<file path="src/rtl/dir_input_conditioner.sv">
// Turns four raw active-low push buttons into debounced levels and a single
// one-hot, one-cycle direction command per press, held off while the engine is busy.
module dir_input_conditioner #(
  parameter int DEB_CYCLES = 250000,
  parameter int CNT_W      = 18
) (
  input  logic       clk,
  input  logic       reset,
  input  logic [3:0] botones,
  input  logic       busy,
  input  logic       flush,
  output logic [3:0] dir,
  output logic [3:0] pressed,
  output logic       pending
);

  typedef enum logic [1:0] {
    S_IDLE,
    S_PENDING,
    S_LOCKED
  } state_t;

  localparam logic [CNT_W-1:0] DEB_MAX = CNT_W'(DEB_CYCLES - 1);

  logic [3:0]       r_sync1;
  logic [3:0]       r_sync2;
  logic [3:0]       r_pressed;
  logic [3:0]       r_pressed_d;
  logic [CNT_W-1:0] r_cnt [4];

  state_t     r_state;
  state_t     w_state_nxt;
  logic [3:0] r_cmd;
  logic [3:0] w_cmd_nxt;
  logic [3:0] r_dir;
  logic [3:0] w_dir_nxt;
  logic       r_pending;
  logic       w_pending_nxt;

  logic [3:0] w_sample;
  logic [3:0] w_rise;
  logic [3:0] w_first;

  // Synchronisers idle at the released (high) level so reset never looks like a press.
  // NOTE: sequential state uses non-blocking assignments so every flop samples
  // the pre-edge values and the chain shifts by exactly one stage per clock.
  always_ff @(posedge clk or posedge reset) begin
    if (reset) begin
      r_sync1 <= 4'b1111;
      r_sync2 <= 4'b1111;
    end else begin
      r_sync1 <= botones;
      r_sync2 <= r_sync1;
    end
  end

  assign w_sample = ~r_sync2;

  // NOTE: the counter array is reset explicitly; a stale count after reset
  // could let a short glitch toggle a debounced level.
  always_ff @(posedge clk or posedge reset) begin
    if (reset) begin
      for (int i = 0; i < 4; i++) r_cnt[i] <= '0;
      r_pressed   <= '0;
      r_pressed_d <= '0;
    end else begin
      r_pressed_d <= r_pressed;
      for (int i = 0; i < 4; i++) begin
        if (w_sample[i] == r_pressed[i]) begin
          r_cnt[i] <= '0;
        end else if (r_cnt[i] == DEB_MAX) begin
          r_pressed[i] <= ~r_pressed[i];
          r_cnt[i]     <= '0;
        end else begin
          r_cnt[i] <= r_cnt[i] + CNT_W'(1);
        end
      end
    end
  end

  assign w_rise  = r_pressed & ~r_pressed_d;
  // Isolate the lowest set bit: bit0 has highest priority, losers are dropped.
  assign w_first = w_rise & (~w_rise + 4'd1);

  always_ff @(posedge clk or posedge reset) begin
    if (reset) begin
      r_state   <= S_IDLE;
      r_cmd     <= '0;
      r_dir     <= '0;
      r_pending <= 1'b0;
    end else begin
      r_state   <= w_state_nxt;
      r_cmd     <= w_cmd_nxt;
      r_dir     <= w_dir_nxt;
      r_pending <= w_pending_nxt;
    end
  end

  // NOTE: every signal driven here gets a default first, so no path through
  // the case statement can infer a latch.
  always_comb begin
    w_state_nxt   = r_state;
    w_cmd_nxt     = r_cmd;
    w_dir_nxt     = '0;
    w_pending_nxt = r_pending;
    case (r_state)
      S_IDLE: begin
        if (|w_rise) begin
          w_cmd_nxt     = w_first;
          w_pending_nxt = 1'b1;
          w_state_nxt   = S_PENDING;
        end
      end
      S_PENDING: begin
        // Flush beats a simultaneous busy fall: the command is discarded.
        if (flush) begin
          w_cmd_nxt     = '0;
          w_pending_nxt = 1'b0;
          w_state_nxt   = S_LOCKED;
        end else if (!busy) begin
          w_dir_nxt     = r_cmd;
          w_cmd_nxt     = '0;
          w_pending_nxt = 1'b0;
          w_state_nxt   = S_LOCKED;
        end
      end
      S_LOCKED: begin
        if (r_pressed == 4'b0000) w_state_nxt = S_IDLE;
      end
      default: begin
        w_state_nxt   = S_IDLE;
        w_cmd_nxt     = '0;
        w_pending_nxt = 1'b0;
      end
    endcase
  end

  assign dir     = r_dir;
  assign pressed = r_pressed;
  assign pending = r_pending;

endmodule

</file>
<file path="config.mk">
export PLATFORM = sky130hd
export DESIGN_NAME = dir_input_conditioner
export DESIGN_NICKNAME = d
export VERILOG_FILES = /design/src/rtl/dir_input_conditioner.sv
export SDC_FILE = /design/constraint.sdc
export NUM_CORES = 1
export LEC_CHECK = 0
export BUFFER_PORTS_ARGS = -buffer_cell sky130_fd_sc_hd__buf_2
export CORE_ASPECT_RATIO = 1.5
export CORE_MARGIN = 4
export CORE_UTILIZATION = 37
export DETAILED_ROUTE_END_ITERATION = 10
export MAX_ROUTING_LAYER = met4
export PLACE_DENSITY = 0.58
export REMOVE_ABC_BUFFERS = 1
export SLEW_MARGIN = 25
export SYNTH_ARGS = -nofsm -noshare
export SYNTH_HDL_FRONTEND = slang
export SYNTH_SLANG_ARGS = --single-unit
</file>
<file path="constraint.sdc">
create_clock -name clk -period 3.77 [get_ports clk]
set_input_delay 0.754 -clock clk [delete_from_list [all_inputs] [get_ports clk]]
set_output_delay 0.754 -clock clk [all_outputs]
set_load 0.005 [all_outputs]
</file>
==> results.txt <==
Outcome = completed
Sequential Area = 0.00249 mm^2
Cts repair resizes = 0
Hold crit path type = flip-flop to flip-flop
Final setup violation count = 0
Synth area leaders = dfrtp_1, xnor2_1, nor2_1, dfstp_2, nand3_1
Via count = 3235
Clk_lat worst skew = 0.34 ns
First-pass GRT wire length = 15500 um
Synthesis-to-layout area growth = 12.4%
Final hold vios = 0
Fmax = 465 MHz
Via density = 5.17
CTS tree = built
# fillers = 1180
Die height = 144 um
ANT nets after route = 0
Kind of critical path = flip-flop to flip-flop
Skew final = 0.0104 ns
Total clock buffers created by CTS = 9
Maximum clock path buffer count = 2
Clock Sinks = 99
Peak supply drop = 0.206 mV
PortBufs = 16
Full die area = 0.0142 mm^2
Antenna violations before repair = 0
RSZ-0062 raised after global routing = no
Slew margin rel. = 0.502
Crit path DAT = 2.36 ns
Layout cell share with drive strength beyond 1 = 0.108
Crit. End Element = flip-flop
Most used DFF post-synth = dfrtp_1
WP data required = 3.98 ns
Gpl congestion = 0.789
CP max FO = 18
Leakage = 2.04 nW
Io pins = 17
DP Wirelength = 6020 um
Core area = 0.0121 mm^2
Rows = 49
Number of global-route vias before repair = 3401
Top cell type's share of synthesized area = 0.498
GRT Util Overall = 0.138
Synthesized area per cell = 10.2 um^2
Synthesis-stage register bit count = 99
Sequential share of the synthesized area = 0.544
Clock root cell = clkbuf_16
Synth area leader = dfrtp_1
Hold_buf cts = 0
Post-synth cell types = 42
GR Overflow Total = 0
Post-DR wirelength/cell = 13.8 um
Worst-Margin Slew = 0.747 ns
Setup TNS = 0 ns
Initial DRC Count = 152
Antenna diodes = 0
Cell count after synthesis = 448
Count leader, synth = dfrtp_1
Setup crit start kind = flip-flop
Max Cap Viol = 0
Max Slew Vio Count = 0
Multi-input logic area = 0.00197 mm^2
Final min period = 2.15 ns
Largest net degree at the start of global routing = 85
Async set-reset flop share out of synthesis = 1.00
Die Width = 98.8 um
Initial core utilization = 0.379
Mapped cell area = 0.00457 mm^2
Clk pin slew, worst setup/hold paths = 0.07 ns
Power per cell area = 410 mW/mm^2
# DRC = 0
Fin crit share = 0.571
WHS = 0.356 ns
Setup Buffers After CTS = 0
Routed wire length = 8660 um
Htree depth = 3
Final Net Count = 480
Total design power = 2.11 mW
EDFF count, synth = 0
Synth warn = 0
Drt pass-1 iters = 4
Post-synth top cells = dfrtp_1, nor2_1, xnor2_1, nand3_1, nor4_1
## final timing paths
check | from | to | slack, ns | cells past startpoint
max reg2reg | r_cnt[13] | r_cnt[12] | 1.62 | 4
min | r_sync1[0] | r_sync2[0] | 0.36 | 0
max | r_cnt[13] | r_cnt[12] | 1.62 | 4
min in group asynchronous | reset | r_cnt[63] | 0.54 | 2
max in group asynchronous | reset | r_sync1[0] | 2.46 | 3
min reg2reg | r_sync1[0] | r_sync2[0] | 0.36 | 0
## power breakdown
part	internal [mW]	leakage (nW)	total, mW	switching [mW]
combinational	0.0192	0.549	0.0646	0.0454
clock	0.541	0.151	0.950	0.409
sequential	1.08	1.34	1.09	0.0135
total	1.64	2.04	2.11	0.468
## cell usage in the layout, fill, tap and decap left out, drive strengths merged, types with 5 or more instances in the layout
master,synthesis,routed
nor2,80,80
nand4,20,20
o31ai,8,8
or3,5,5
o21ai,12,12
nor2b,6,6
nor3,16,16
a21oi,9,9
xor2,8,8
nor4,20,20
nand3,26,26
inv,17,20
xnor2,53,53
dfstp,8,8
nand2,16,16
clkbuf,10,10
or4,5,5
buf,1,20
dfrtp,91,91
## cell families after synthesis
| group | after synthesis | share of synthesized area |
|---|---|---|
| simple gates | 220 | 0.250 |
| buf+inv | 28 | 0.0252 |
| flops | 99 | 0.544 |
| mux | 2 | 0.00438 |
| fa+ha+maj | 4 | 0.0109 |
| xor+xnor | 61 | 0.117 |
| compound gates | 34 | 0.0492 |
## worst max-delay path, cell delays in order, from the launching register on
cell and delay (ns):
dfrtp_1 0.41, or4b_1 0.53, or4_4 0.55, o21ai_4 0.42, nor2_1 0.11
## cell type report
cell class	instances	area share
Clock buffer	10	0.0465
Clock inverter	6	0.0139
Inverter	17	0.0134
Multi-Input combinational cell	321	0.383
Sequential cell	99	0.484
Tap cell	153	0.0373
Timing Repair Buffer	20	0.0214
## flip-flops by register name (all words and copies together), names as in the netlist
name,flops
dir,4
pending,1
pressed,4
r_cmd,4
r_cnt,72
r_pressed_d,4
r_state,2
r_sync1,4
r_sync2,4
## routing by layer
metal | wire length (um) | share of wire | vias to the layer above | global-route usage
met3 | 252 | 0.029 | 13 | 0.0338
met5 | 0 | 0 | - | -
met2 | 4370 | 0.51 | 34 | 0.235
met1 | 3870 | 0.45 | 1587 | 0.154
li1 | - | - | 1601 | -
met4 | 160 | 0.018 | 0 | 0.0590
## per-stage QoR
stage | area (um^2) | std cells | setup WS (ns) | utilization
2_1_floorplan | 4520 | 437 | 0.439 | -
3_3_place_gp | 4830 | 610 | 1.66 | 0.400
3_5_place_dp | 4830 | 610 | 1.60 | 0.400
4_1_cts | 5140 | 626 | 1.60 | 0.425
5_1_grt | 5140 | 626 | 1.47 | 0.425
6_report | 5140 | 626 | 1.62 | 0.425
Power figures use the tool's default switching activity.
